[src/rtl/sr_readback.sv]
`default_nettype none
// ============================================================================
// Module      : sr_readback
// Description : Serial readback of the chip configuration shift register into
//               a parallel word, with comparison against an expected word.
// Revision    : 1.0 - initial release
// ============================================================================
module sr_readback #(
  parameter int DATA_WIDTH = 170,
  parameter int CNT_WIDTH  = 8
) (
  input  logic                  clk,
  input  logic                  rst,
  input  logic                  start,
  input  logic                  dout_sr,
  input  logic [DATA_WIDTH-1:0] expect_word,
  output logic                  cap_sr,
  output logic                  clk_sr,
  output logic [DATA_WIDTH-1:0] dout,
  output logic                  valid,
  output logic                  match,
  output logic                  busy
);

  typedef enum logic [2:0] {
    S_IDLE     = 3'd0,
    S_CAPTURE  = 3'd1,
    S_SETTLE   = 3'd2,
    S_SHIFT_LO = 3'd3,
    S_SHIFT_HI = 3'd4,
    S_DONE     = 3'd5
  } state_t;

  localparam logic [CNT_WIDTH-1:0] c_last_bit = CNT_WIDTH'(DATA_WIDTH - 1);

  state_t                  r_state;
  logic [CNT_WIDTH-1:0]    r_count;
  logic [DATA_WIDTH-1:0]   r_shift;
  logic [DATA_WIDTH-1:0]   r_dout;
  logic                    r_cap;
  logic                    r_clk_sr;
  logic                    r_valid;
  logic                    r_match;
  logic                    r_busy;

  // Strobes are computed for the state being entered so they are registered
  // alongside the state and never glitch.
  always_ff @(posedge clk) begin
    if (!rst) begin
      r_state  <= S_IDLE;
      r_count  <= '0;
      r_shift  <= '0;
      r_dout   <= '0;
      r_cap    <= 1'b0;
      r_clk_sr <= 1'b0;
      r_valid  <= 1'b0;
      r_match  <= 1'b0;
      r_busy   <= 1'b0;
    end else begin
      case (r_state)
        S_IDLE: begin
          if (start) begin
            r_state <= S_CAPTURE;
            r_cap   <= 1'b1;
            r_busy  <= 1'b1;
          end
        end
        S_CAPTURE: begin
          r_state <= S_SETTLE;
          r_cap   <= 1'b0;
        end
        S_SETTLE: begin
          r_state  <= S_SHIFT_LO;
          r_count  <= '0;
          r_clk_sr <= 1'b0;
        end
        S_SHIFT_LO: begin
          for (int i = 0; i < DATA_WIDTH; i++) begin
            if (r_count == CNT_WIDTH'(i)) r_shift[i] <= dout_sr;
          end
          r_state  <= S_SHIFT_HI;
          r_clk_sr <= 1'b1;
        end
        S_SHIFT_HI: begin
          r_count  <= r_count + 1'b1;
          r_clk_sr <= 1'b0;
          if (r_count == c_last_bit) begin
            // The last bit landed on the previous edge, so the word is complete.
            r_state <= S_DONE;
            r_valid <= 1'b1;
            r_dout  <= r_shift;
            r_match <= (r_shift == expect_word);
          end else begin
            r_state <= S_SHIFT_LO;
          end
        end
        S_DONE: begin
          r_state <= S_IDLE;
          r_valid <= 1'b0;
          r_busy  <= 1'b0;
        end
        default: begin
          r_state  <= S_IDLE;
          r_cap    <= 1'b0;
          r_clk_sr <= 1'b0;
          r_valid  <= 1'b0;
          r_busy   <= 1'b0;
        end
      endcase
    end
  end

  assign cap_sr = r_cap;
  assign clk_sr = r_clk_sr;
  assign dout   = r_dout;
  assign valid  = r_valid;
  assign match  = r_match;
  assign busy   = r_busy;

endmodule
`default_nettype wire

[config.mk]
export PLATFORM = sky130hd
export DESIGN_NAME = sr_readback
export DESIGN_NICKNAME = d
export VERILOG_FILES = /design/src/rtl/sr_readback.sv
export SDC_FILE = /design/constraint.sdc
export NUM_CORES = 1
export LEC_CHECK = 0
export ABC_CLOCK_PERIOD_IN_PS = 2300
export BUFFER_PORTS_ARGS = -buffer_cell sky130_fd_sc_hd__buf_2
export CORE_ASPECT_RATIO = 2
export CORE_MARGIN = 10
export CORE_UTILIZATION = 40
export CTS_CLUSTER_SIZE = 25
export DETAILED_ROUTE_END_ITERATION = 10
export MAX_ROUTING_LAYER = met4
export PLACE_DENSITY = 0.59
export SLEW_MARGIN = 10
export SYNTH_ARGS = -nofsm -noshare
export SYNTH_HDL_FRONTEND = slang
export SYNTH_SLANG_ARGS = --single-unit
[constraint.sdc]
create_clock -name clk -period 2.3 [get_ports clk]
set_clock_uncertainty 0.2 [all_clocks]
set_input_delay 0.575 -clock clk [delete_from_list [all_inputs] [get_ports clk]]
set_output_delay 0.575 -clock clk [all_outputs]
set_load 0.005 [all_outputs]
==> impl_metrics.env, run 1 <==
export IMPL_synth_simple_gate_area_frac=0.210
export IMPL_routedWlPerCell_um=26.0
export IMPL_synth_yosys_seq_area_share=0.463
export IMPL_place_area_um2=18600
export IMPL_p_sw_frac=0.239
export IMPL_cts_buffer_depth=3
export IMPL_synthArstFlopShare=0
export IMPL_cp_arrival_ps=2560
export IMPL_synth_area_leaders="dfxtp_1 (46%), a21oi_1 (11%), nand2_1 (9.3%)"
export IMPL_slew_headroom=0.550
export IMPL_gr_total_overflow=0
export IMPL_hpwlAfterDp_um=56400
export IMPL_reg2reg_depth=6
export IMPL_wl_met3_um=4550
export IMPL_seqCellArea_um2=7130
export IMPL_path_class="reg -> reg"
export IMPL_stdcell_count=2868
export IMPL_netlist_area_leader_share=0.463
export IMPL_postCtsHoldBufs=0
export IMPL_irDropWorstVdd_mv=0.488
export IMPL_core_um2=38000
export IMPL_io_pins=349
export IMPL_dieArea_um2=47200
export IMPL_yosysTopAreaCell="dfxtp_1"
export IMPL_synthXorXnorAreaFrac=0.0910
export IMPL_end_kind="register"
export IMPL_final_area_um2=19800
export IMPL_rsz0062_at_grt="no"
export IMPL_synth_enable_flop_cells=0
export IMPL_port_buffers=348
export IMPL_cap_violations=0
export IMPL_grt_max_degree=95
export IMPL_startpoint="r_shift[76]"
export IMPL_hold_violations=0
export IMPL_grt_pass1_vias=15800
export IMPL_p_int_w=0.00978
export IMPL_avgSynthCellArea_um2=7.98
export IMPL_synthMuxAreaShare=0.0170
export IMPL_period_needed_ps=2280
export IMPL_worst_path_max_fanout=3
export IMPL_synth_cell_types=49
export IMPL_start_kind="register"
export IMPL_postSynthCellCount=1928
export IMPL_fillers=3785
export IMPL_htreeDepth=2
export IMPL_min_path_cells=3
export IMPL_tightest_slew_ps=669
export IMPL_clock_latency_ps=540
export IMPL_synth_compound_area_frac=0.162
export IMPL_p_per_area_nw_per_um2=649
export IMPL_hold_path_class="in -> reg"
export IMPL_drc=0
export IMPL_synth_top_family_by_area="simple AND/OR/NAND/NOR gates"
export IMPL_worstReg2RegStart="r_shift[76]"
export IMPL_report_final_setup_viol=0
export IMPL_min_from="start"
export IMPL_numClockSinks=356
export IMPL_wl_met2_um=37100
export IMPL_wl_met1_um=26200
export IMPL_route_antenna_remaining_nets=0
export IMPL_dp_cells=2799
export IMPL_area_growth_pct=28.6
export IMPL_globalplace_congestion=1.01
export IMPL_yosysWarnings=0
export IMPL_p_switching_w=0.00307
export IMPL_cts_tree="yes"
export IMPL_layout_drive_gt1_share=0.253
export IMPL_synth_fa_ha_area_frac=0.00325
export IMPL_syn_nets=2106
export IMPL_dieHeight_um=297
export IMPL_routed_wl_um=74600
export IMPL_totalPowerFinal_w=0.0129
export IMPL_p_leak_nw=7.59
export IMPL_synth_area_um2=15400
export IMPL_fmax_ghz=0.439
export IMPL_rows=101
export IMPL_dr_pass1_iters=6
export IMPL_fin_nets=2502
export IMPL_clk_pin_slew_ps=70
export IMPL_grt_pass1_wl_um=106000
export IMPL_required_ps=2580
export IMPL_start_util=0.405
export IMPL_final_max_slew_violation_count=0
export IMPL_root_buffer="clkbuf_16"
export IMPL_outcome="finished clean"
export IMPL_min_period_over_period=0.990
export IMPL_yosys_most_used_dff="dfxtp_1"
export IMPL_combPwrFrac=0.064
export IMPL_power_frac_clock=0.454
export IMPL_dr_first_iter_drc_count=1330
export IMPL_top_layer_used="met4"
export IMPL_via_count=16000
export IMPL_ys_ff_latch=356
export IMPL_share_seq_of_total_power=0.482
export IMPL_cts_made_buffers=34
export IMPL_multi_input_area_um2=7530
export IMPL_die_w_um=159
export IMPL_grt_usage=0.308
export IMPL_antenna_found_initial=5
export IMPL_viasPerCell=5.57
==> layout make-up <==
type | count | area share
Inverter | 15 | 0.00322
Tap cell | 515 | 0.0326
Antenna cell | 7 | 0.000885
Multi-Input combinational cell | 1401 | 0.380
Clock inverter | 12 | 0.00765
Sequential cell | 356 | 0.360
Clock buffer | 46 | 0.0484
Timing Repair Buffer | 516 | 0.167
==> Yosys cell counts (2+ instances only) <==
master,count
nand2_1,382
dfxtp_1,356
a21oi_1,326
nand3_1,176
xnor2_1,147
o21ai_0,141
clkbuf_1,83
nor2_1,58
buf_2,45
nand4_1,41
mux2i_1,25
and3_1,18
inv_1,15
nor4_1,13
xor2_1,13
buf_1,9
buf_4,9
buf_6,9
and2_1,6
nor3_1,5
ha_1,4
nand3_2,4
a221oi_1,3
nand2b_1,3
nor2b_1,3
o22ai_1,3
or2_2,3
or3_1,3
a31oi_1,2
nor3_2,2
o211ai_1,2
o2bb2ai_1,2
==> layer usage <==
| layer | vias to the layer above | global-route usage |
|---|---|---|
| met2 | 807 | 0.515 |
| met1 | 7597 | 0.321 |
| met5 | - | - |
| li1 | 7358 | - |
| met3 | 226 | 0.0424 |
| met4 | 0 | 0.235 |
==> worst paths after layout <==
path	endpoint	slack, ps
max reg2reg	match	20
max	match	20
min	r_state[0]	220
min reg2reg	dout[134]	250
==> worst max-delay path: stages (launching register included) <==
cell,delay [ps]
dfxtp_1,330
xnor2_1,400
nand4_1,170
nor4_2,560
nand4_1,180
nor3_1,220
a32o_1,140
==> state kept, by name, indices dropped and copies added, names as in the netlist <==
| register | cells |
|---|---|
| r_state | 3 |
| cap_sr | 1 |
| busy | 1 |
| valid | 1 |
| match | 1 |
| r_shift | 170 |
| clk_sr | 1 |
| dout | 170 |
| r_count | 8 |
==> power by group through the flow <==
stage / Sequential, W / Combinational, W / Clock (W)
after floorplan: 0.00632 / 0.000327 / 0
after global routing: 0.00619 / 0.000860 / 0.00612
final: 0.00619 / 0.000828 / 0.00584
after detailed placement: 0.00633 / 0.000807 / 0
after CTS: 0.00619 / 0.000811 / 0.00592
after global placement: 0.00633 / 0.000810 / 0
==> kinds of logic after synthesis <==
| family | after synthesis |
|---|---|
| adders and majority gates | 4 |
| xor gates and xnor gates | 160 |
| buffers and inverters | 171 |
| DFF | 356 |
| AOI/OAI and AO/OA | 488 |
| and+or+nand+nor | 723 |
| muxes | 26 |
==> repair_timing <==
action	CTS	global route
hold endpoints to repair	0	0
gates resized for setup	3	9
cloned	0	1
buffers inserted	0	3
setup endpoints to repair	1	173
pin swaps	0	1
==> cells in the final DEF, fill, tap and decap left out, types with 36 or more instances in the layout <==
| master | instances |
|---|---|
| a21oi_1 | 326 |
| buf_2 | 347 |
| buf_4 | 145 |
| clkbuf_16 | 36 |
| dfxtp_1 | 355 |
| nand2_1 | 381 |
| nand3_1 | 175 |
| nand4_1 | 41 |
| nor2_1 | 57 |
| o21ai_0 | 141 |
| xnor2_1 | 143 |
==> per-stage QoR <==
step	hold WS, ps	setup TNS [ps]	util	setup WS [ps]
after floorplan	241	0	-	457
final	215	0	0.520	23.6
after global placement	239	-517	0.488	-517
after global routing	212	0	0.520	1.77
after detailed placement	244	-521	0.488	-521
after CTS	204	0	0.517	5.62
No activity file was read; power rests on OpenSTA's default activity.
==> inputs of run 2 (changes only) <==
Settings changed: ABC_CLOCK_PERIOD_IN_PS 2300 to 2200, SLEW_MARGIN 10 to 40.
Clock period 2.3 ns to 2.2 ns, I/O delays scaled along.
==> run 2 against run 1 <==
Worst hold slack worse by 29 ps. Die area unchanged. Setup slack better by 7.5 ps. Largest power group is now the clock network. Critical endpoint unchanged. Combinational power up 5.7%.
==> impl_metrics.env, run 2 (synthesized netlist as in run 1, its figures left out) <==
export IMPL_outcome="finished clean"
export IMPL_stdcell_count=2895
export IMPL_report_final_setup_viol=0
export IMPL_hpwlAfterDp_um=57900
export IMPL_dr_pass1_iters=5
export IMPL_gr_total_overflow=0
export IMPL_combPwrFrac=0.063
export IMPL_clk_pin_slew_ps=70
export IMPL_core_um2=38000
export IMPL_routed_wl_um=75300
export IMPL_irDropWorstVdd_mv=0.562
export IMPL_p_leak_nw=7.82
export IMPL_reg2reg_depth=8
export IMPL_min_period_over_period=0.986
export IMPL_viasPerCell=5.54
export IMPL_fin_ws_ps=31.0
export IMPL_routedWlPerCell_um=26.0
export IMPL_holdWs_ps=186
export IMPL_drc=0
export IMPL_final_max_slew_violation_count=0
export IMPL_area_growth_pct=31.4
export IMPL_period_needed_ps=2170
export IMPL_p_per_area_nw_per_um2=687
export IMPL_root_buffer="clkbuf_16"
export IMPL_cts_tree="yes"
export IMPL_p_int_w=0.0107
export IMPL_cp_depth=8
export IMPL_postCtsSetupBuffers=0
export IMPL_worst_path_max_fanout=2
export IMPL_crit_chain="xnor2_2, buf_4, nand4_1, nor4_4, buf_4, nand4_1, nor3_1, a32o_1"
export IMPL_via_count=16100
export IMPL_cap_violations=0
export IMPL_slowest_stage="nor4_4"
export IMPL_crit_end="match"
export IMPL_slew_headroom=0.571
export IMPL_start_util=0.405
export IMPL_fin_nets=2532
export IMPL_tightest_slew_ps=643
export IMPL_worstReg2RegStart="r_shift[16]"
export IMPL_end_kind="register"
export IMPL_layout_common_cells="nand2_1 (378), dfxtp_1 (354), buf_2 (347)"
export IMPL_die_w_um=159
export IMPL_critPathMaxStageDelay_ps=400
export IMPL_cts_made_buffers=34
export IMPL_cts_buffer_depth=3
export IMPL_hold_path_class="in -> reg"
export IMPL_dp_cells=2831
export IMPL_fillers=3689
export IMPL_grt_max_degree=118
export IMPL_cp_arrival_ps=2440
export IMPL_io_pins=349
export IMPL_layout_drive_gt1_share=0.267
export IMPL_grt_pass1_vias=16000
export IMPL_route_antenna_remaining_nets=0
export IMPL_path_buf_inv=2
export IMPL_path_class="reg -> reg"
export IMPL_dr_first_iter_drc_count=1393
export IMPL_clock_latency_ps=540
export IMPL_reg2reg_slack_ps=30
export IMPL_port_buffers=348
export IMPL_layout_commonest_cell="nand2_1"
export IMPL_share_seq_of_total_power=0.466
export IMPL_p_sw_frac=0.230
export IMPL_cp_top_family="simple AND/OR/NAND/NOR gates"
export IMPL_startpoint="r_shift[16]"
export IMPL_rr_endpoint="match"
export IMPL_start_kind="register"
export IMPL_numClockSinks=356
export IMPL_dp_slack_ps=-767
export IMPL_fmax_ghz=0.461
export IMPL_rows=101
export IMPL_grt_pass1_wl_um=108000
export IMPL_dieHeight_um=297
export IMPL_hold_violations=0
export IMPL_antenna_found_initial=4
export IMPL_power_frac_clock=0.471
export IMPL_dieArea_um2=47200
export IMPL_htreeDepth=2
export IMPL_p_switching_w=0.00320
export IMPL_globalplace_congestion=1.02
export IMPL_grt_usage=0.311
export IMPL_required_ps=2470
## run 2: final cells by class
class | instances | area [um2] | area share
well taps | 515 | 644 | 0.0319
clock buffers | 44 | 950 | 0.0470
multi-input cells | 1401 | 7580 | 0.375
diodes | 4 | 10.0 | 0.000495
flip-flops and latches | 356 | 7130 | 0.352
clock inverters | 14 | 254 | 0.0126
inverters | 15 | 63.8 | 0.00315
repair buffers | 546 | 3600 | 0.178
## run 2: worst min path at each step
stage / slack (ps) / start / to / depth (start not counted)
floorplan: 240 / r_shift[122] / dout[122] / 2
global placement: 240 / dout[144] / dout[144] / 2
detailed placement: 240 / dout[63] / dout[63] / 2
CTS: 170 / start / r_state[0] / 3
global route: 200 / start / r_state[0] / 3
finish: 190 / start / r_state[0] / 3
## run 2: stage by stage
stage,TNS (ps),instance area (um2),power [W],utilization
after floorplan,0,15400,0.00695,-
after global placement,-824,18800,0.00747,0.495
after detailed placement,-767,18800,0.00747,0.495
after CTS,0,20100,0.0140,0.529
after global routing,-23.3,20200,0.0142,0.532
final,0,20200,0.0139,0.532
## run 2: timing repair
action                                  CTS  global route
resized for setup                        11            15
pin swaps                                 5             1
endpoints found under the setup margin    1           170
hold buffers                              0             0
gates cloned                              0             2
## run 2: power groups by stage
stage / registers, W / logic (W) / clock network (W)
3_3_place_gp: 0.00662 / 0.000859 / 0
6_report: 0.00647 / 0.000875 / 0.00655
2_1_floorplan: 0.00661 / 0.000342 / 0
4_1_cts: 0.00647 / 0.000869 / 0.00664
5_1_grt: 0.00647 / 0.000922 / 0.00685
3_5_place_dp: 0.00662 / 0.000857 / 0
## run 2: layer usage
metal  vias up  track usage  share of wire
li1       7413            -              -
met1      7627        0.326           0.36
met2       816        0.535           0.51
met3       194       0.0423          0.056
met4         0        0.210          0.075
met5         -            -              0
## run 2: tightest hold or removal path, delay by kind of cell
| kind | cells | cell delay (ps) |
|---|---|---|
| AO/OA/AOI/OAI | 1 | 80 |
| buffers and inverters | 1 | 120 |
| AND/OR/NAND/NOR | 1 | 120 |
